**src/rtl/pattern_loader_if.sv**
```systemverilog
// Bus bundle between pattern_loader, the patterns ROM and the life grid.
// The mirror signal exists only when PATTERN_MIRROR_EN is defined.
interface pattern_loader_if #(
    parameter int ROW_W    = 128,
    parameter int ADDR_W   = 10,
    parameter int ROW_BITS = 7,
    parameter int PAT_BITS = 3
);
    logic                start;
    logic [PAT_BITS-1:0] pat_sel;
`ifdef PATTERN_MIRROR_EN
    logic                mirror;
`endif
    logic                busy;
    logic                done;
    logic [ADDR_W-1:0]   rom_addr;
    logic [ROW_W-1:0]    rom_dout;
    logic                grid_we;
    logic [ROW_BITS-1:0] grid_row;
    logic [ROW_W-1:0]    grid_data;

    modport master (
        input  start,
`ifdef PATTERN_MIRROR_EN
        input  mirror,
`endif
        input  pat_sel,
        input  rom_dout,
        output busy,
        output done,
        output rom_addr,
        output grid_we,
        output grid_row,
        output grid_data
    );

    modport slave (
        output start,
`ifdef PATTERN_MIRROR_EN
        output mirror,
`endif
        output pat_sel,
        output rom_dout,
        input  busy,
        input  done,
        input  rom_addr,
        input  grid_we,
        input  grid_row,
        input  grid_data
    );
endinterface

```
**src/rtl/pattern_loader.sv**
```systemverilog
// Copies one 128-row seed pattern from the patterns ROM into the grid.
// Define PATTERN_MIRROR_EN to add a horizontal-flip option (mirror input).
module pattern_loader #(
    parameter int ROW_W    = 128,
    parameter int ADDR_W   = 10,
    parameter int ROW_BITS = 7,
    parameter int PAT_BITS = 3
) (
    input  logic              clk,
    input  logic              rst,
    pattern_loader_if.master  bus
);
    typedef enum logic [1:0] {IDLE, FILL, DRAIN} state_t;

    state_t              state;
    logic [PAT_BITS-1:0] pat_q;
    logic [ROW_BITS-1:0] cnt;
    logic [ADDR_W-1:0]   addr_q;
    logic [ROW_BITS-1:0] row_q;
    logic                busy_q;
    logic                done_q;
    logic                we_q;
    logic [ROW_W-1:0]    word;
`ifdef PATTERN_MIRROR_EN
    logic                mir_q;
`endif

    always_ff @(posedge clk or posedge rst) begin
        if (rst) begin
            state  <= IDLE;
            pat_q  <= '0;
            cnt    <= '0;
            addr_q <= '0;
            row_q  <= '0;
            busy_q <= 1'b0;
            done_q <= 1'b0;
            we_q   <= 1'b0;
`ifdef PATTERN_MIRROR_EN
            mir_q  <= 1'b0;
`endif
        end else begin
            done_q <= 1'b0;
            unique case (state)
                IDLE: begin
                    if (bus.start) begin
                        pat_q  <= bus.pat_sel;
                        addr_q <= {bus.pat_sel, {ROW_BITS{1'b0}}};
                        cnt    <= '0;
                        busy_q <= 1'b1;
`ifdef PATTERN_MIRROR_EN
                        mir_q  <= bus.mirror;
`endif
                        state  <= FILL;
                    end
                end
                FILL: begin
                    // ROM data for row cnt arrives one cycle after its address
                    we_q  <= 1'b1;
                    row_q <= cnt;
                    if (cnt != {ROW_BITS{1'b1}}) begin
                        cnt    <= cnt + 1'b1;
                        addr_q <= {pat_q, ROW_BITS'(cnt + 1'b1)};
                    end else begin
                        state <= DRAIN;
                    end
                end
                DRAIN: begin
                    we_q   <= 1'b0;
                    done_q <= 1'b1;
                    busy_q <= 1'b0;
                    state  <= IDLE;
                end
                default: state <= IDLE;
            endcase
        end
    end

    assign word = bus.rom_dout;

`ifdef PATTERN_MIRROR_EN
    always_comb begin
        bus.grid_data = word;
        if (mir_q) begin
            for (int i = 0; i < ROW_W; i++)
                bus.grid_data[i] = word[ROW_W-1-i];
        end
    end
`else
    assign bus.grid_data = word;
`endif

    assign bus.busy     = busy_q;
    assign bus.done     = done_q;
    assign bus.rom_addr = addr_q;
    assign bus.grid_we  = we_q;
    assign bus.grid_row = row_q;
endmodule

```
**src/flat_wrapper.sv**
```systemverilog
// flat-port wrapper written by rule: the top's interface ports become plain ports
module pattern_loader_flat 
#(
    parameter int ROW_W    = 128,
    parameter int ADDR_W   = 10,
    parameter int ROW_BITS = 7,
    parameter int PAT_BITS = 3
)
  (clk, rst, bus_start, bus_pat_sel, bus_rom_dout, bus_busy, bus_done, bus_rom_addr, bus_grid_we, bus_grid_row, bus_grid_data);
  pattern_loader_if #(.ROW_W(ROW_W), .ADDR_W(ADDR_W), .ROW_BITS(ROW_BITS), .PAT_BITS(PAT_BITS)) bus_i ();
  input  logic clk;
  input  logic rst;
  input wire logic [$bits(bus_i.start)-1:0] bus_start;
  input wire logic [$bits(bus_i.pat_sel)-1:0] bus_pat_sel;
  input wire logic [$bits(bus_i.rom_dout)-1:0] bus_rom_dout;
  output wire logic [$bits(bus_i.busy)-1:0] bus_busy;
  output wire logic [$bits(bus_i.done)-1:0] bus_done;
  output wire logic [$bits(bus_i.rom_addr)-1:0] bus_rom_addr;
  output wire logic [$bits(bus_i.grid_we)-1:0] bus_grid_we;
  output wire logic [$bits(bus_i.grid_row)-1:0] bus_grid_row;
  output wire logic [$bits(bus_i.grid_data)-1:0] bus_grid_data;
  assign bus_i.start = bus_start;
  assign bus_i.pat_sel = bus_pat_sel;
  assign bus_i.rom_dout = bus_rom_dout;
  assign bus_busy = bus_i.busy;
  assign bus_done = bus_i.done;
  assign bus_rom_addr = bus_i.rom_addr;
  assign bus_grid_we = bus_i.grid_we;
  assign bus_grid_row = bus_i.grid_row;
  assign bus_grid_data = bus_i.grid_data;
  pattern_loader #(.ROW_W(ROW_W), .ADDR_W(ADDR_W), .ROW_BITS(ROW_BITS), .PAT_BITS(PAT_BITS)) u_core (.clk(clk), .rst(rst), .bus(bus_i));
endmodule
```
**config.mk**
```make
export PLATFORM = sky130hd
export DESIGN_NAME = pattern_loader_flat
export DESIGN_NICKNAME = d
export VERILOG_FILES = /design/src/rtl/pattern_loader_if.sv /design/src/rtl/pattern_loader.sv /design/src/flat_wrapper.sv
export SDC_FILE = /design/constraint.sdc
export NUM_CORES = 1
export LEC_CHECK = 0
export ABC_AREA = 1
export ABC_CLOCK_PERIOD_IN_PS = 2200
export BUFFER_PORTS_ARGS = -buffer_cell sky130_fd_sc_hd__buf_2
export CAP_MARGIN = 10
export CORE_AREA = 3 3 107 109
export DETAILED_ROUTE_END_ITERATION = 10
export DIE_AREA = 0 0 110 112
export PLACE_DENSITY = 0.58
export SLEW_MARGIN = 5
export SYNTH_ARGS = -nofsm -noshare
export SYNTH_HDL_FRONTEND = slang
export SYNTH_SLANG_ARGS = --single-unit
```
**constraint.sdc**
```tcl
create_clock -name clk -period 2.2 [get_ports clk]
set_clock_uncertainty 0.2 [all_clocks]
set_input_delay 0.11 -clock clk [delete_from_list [all_inputs] [get_ports clk]]
set_output_delay 0.11 -clock clk [all_outputs]
set_load 0.05 [all_outputs]
```
==> impl_metrics.ini <==
[outcome]
status = completed

[routing]
dr.pass1.iters = 6
drt_iter0_markers = 84
dr_total_vias = 1095
wl_per_cell_um = 13.5
drt-total-wl_um = 4190
antenna_left = 0
drc = 0
vias_per_cell = 3.53

[synth]
synth.distinct_cells = 15
synthCells = 265
syn_nets = 404
synth.ff_latch_count = 25
synth_area_um2 = 2170
avgSynthCellArea_um2 = 8.18
ys_seq_area_share_pct = 28.9
yosysWarningCount = 0

[sta]
tightest_slew_ns = 0.479
finalSetupTns_ns = 0
fmax_mhz = 510
rsz0062_at_grt = no
layout_min_cycle_time_ns = 1.96
hold_viol = 0
post-route-period-util_pct = 89.1
slew_headroom_pct = 68.0
hold_ws_ns = 0.0200
setup_viol = 0
slew_violations = 0

[critical_path]
cp-start-kind = flip-flop
worst_ep_required_time_ns = 2.15
cp-end-kind = flip-flop
path_max_fanout = 20
cp.arrival_ns = 1.91
worstSetupPathType = reg -> reg

[flow_run]
max-cap-violations = 0

[cts]
cts_made_buffers = 3
clk_latency_ns = 0.27
cts_buffer_depth = 2
cts_tree = done
root_buffer = clkbuf_8
cts.clk_slew.worst_paths_ns = 0.10
htreeDepth = 1
clkSinkCount = 25
post_cts_resized = 0

[final_layout]
drive_gt1_share_pct = 25.9
nNetsFinal = 310
nFillCells = 1217
n_antenna_cell = 0
syn_to_final_growth_pct = -26.6

[floorplanning]
rows = 38
start_util_pct = 20.3
die_w_um = 110
dieArea_um2 = 12300
die_h_um = 112
io-pin-count = 282
core_um2 = 10700

[pwr]
power_mw = 1.91
ir_worst_vdd_v = 0.000490
power_density_nw_per_um2 = 1200
p_leak_nw = 0.782

[global_routing]
grt_pass1_wl_um = 6400
overflow = 0
first_global_vias = 1146
grt_max_degree = 26
grt_use_total_pct = 6.77
antenna_found_initial = 0

[placed_design]
port_buffers = 25
dp_hpwl_um = 3300
place_congestion = 0.778

[min_path]
hold_path_class = in -> out
kinds of logic (layout without fill, tap and decap cells):
kind of cell | Yosys count | count (layout) | share of synthesized area (%)
flops | 25 | 25 | 28.9
mux | 2 | 2 | 0.923
fa+ha+maj | 5 | 5 | 2.89
buf+inv | 148 | 53 | 48.6
compound gates | 24 | 24 | 7.27
simple gates | 61 | 61 | 11.4
layer usage:
layer	track usage, %	vias to the layer above	wire length (um)
met5	0	-	0
li1	-	496	-
met4	5.24	0	281
met2	10.1	73	1870
met1	7.30	482	1550
met3	3.13	44	497
cell usage in the layout (no fill, tap or decap):
master / synthesis / routed
inv_1: 15 / 15
nand3_1: 5 / 5
a21oi_1: 3 / 3
mux2i_1: 2 / 2
dlygate4sd3_1: 0 / 5
o21ai_0: 11 / 11
buf_2: 0 / 25
inv_2: 1 / 1
nand2_1: 43 / 43
dfrtp_1: 25 / 25
clkbuf_1: 1 / 1
o21ai_2: 10 / 10
buf_4: 129 / 3
ha_1: 5 / 5
nand3_2: 2 / 2
nor2_1: 11 / 11
clkbuf_8: 0 / 3
state kept, by name, indices dropped and copies added, names as in the netlist:
signal and count:
u_core.bus.busy 1, u_core.bus.grid_row 7, u_core.pat_q 3, u_core.state 2, u_core.bus.done 1, u_core.bus.grid_we 1
u_core.bus.rom_addr 10
critical path, cell delays in order (launching register included):
cell and delay, ns:
dfrtp_1 0.40, inv_1 0.10, ha_1 0.21, inv_1 0.08, nor2_1 0.05, inv_1 0.11, nand3_2 0.40, nand2_1 0.21
o21ai_2 0.07
repair_timing:
action / 4_1_cts / 5_1_grt
setup buffers: 0 / 0
hold buffers: 5 / 0
hold endpoints to repair: 31 / 0
per-stage QoR:
| step | instance area, um^2 | std cells | util [%] | setup slack [ns] |
|---|---|---|---|---|
| 6_report | 1590 | 310 | 14.9 | 0.240 |
| 5_1_grt | 1590 | 310 | 14.9 | 0.0388 |
| 4_1_cts | 1590 | 310 | 14.9 | 0.235 |
| 3_5_place_dp | 1500 | 301 | 14.0 | 0.252 |
| 3_3_place_gp | 1500 | 301 | 14.0 | 0.340 |
| 2_1_floorplan | 2170 | 265 | - | 0.374 |
report_power, final:
part	switching [mW]	internal (mW)	leakage, nW
Combinational	0.711	0.256	0.434
Sequential	0.0783	0.585	0.326
Clock	0.152	0.130	0.0228
Total	0.942	0.971	0.782
layout make-up:
| type | count | area [um^2] | share of cell area, % |
|---|---|---|---|
| Tap cell | 140 | 175 | 11.0 |
| Sequential cell | 25 | 626 | 39.3 |
| Timing Repair Buffer | 33 | 198 | 12.4 |
| Clock buffer | 4 | 45.0 | 2.83 |
| Multi-Input combinational cell | 92 | 488 | 30.7 |
| Inverter | 16 | 60.1 | 3.77 |
cells in the mapped netlist:
master	instances	area share (%)
mux2i_1	2	0.92
nand2_1	43	7.4
nand3_2	2	0.92
a21oi_1	3	0.69
o21ai_0	11	2.5
clkbuf_1	1	0.17
inv_2	1	0.17
o21ai_2	10	4.0
buf_4	129	45
ha_1	5	2.9
buf_6	2	1.0
inv_1	15	2.6
dfrtp_1	25	29
nand3_1	5	1.2
nor2_1	11	1.9
worst paths after layout:
kind                                        startpoint  cells after the start                endpoint  slack (ns)
worst max-delay path                   u_core.state[0]                      8  u_core.bus.rom_addr[8]        0.24
worst min-delay path                 bus_rom_dout[108]                      0      bus_grid_data[108]        0.02
worst max register to register         u_core.state[0]                      8  u_core.bus.rom_addr[8]        0.24
worst min register to register  u_core.bus.grid_row[2]                      2  u_core.bus.grid_row[2]        0.28
max in group asynchronous                          rst                      4  u_core.bus.grid_row[0]        1.31
min in group asynchronous                          rst                      4         u_core.bus.done        0.23
No activity file was read; power rests on OpenSTA's default activity.
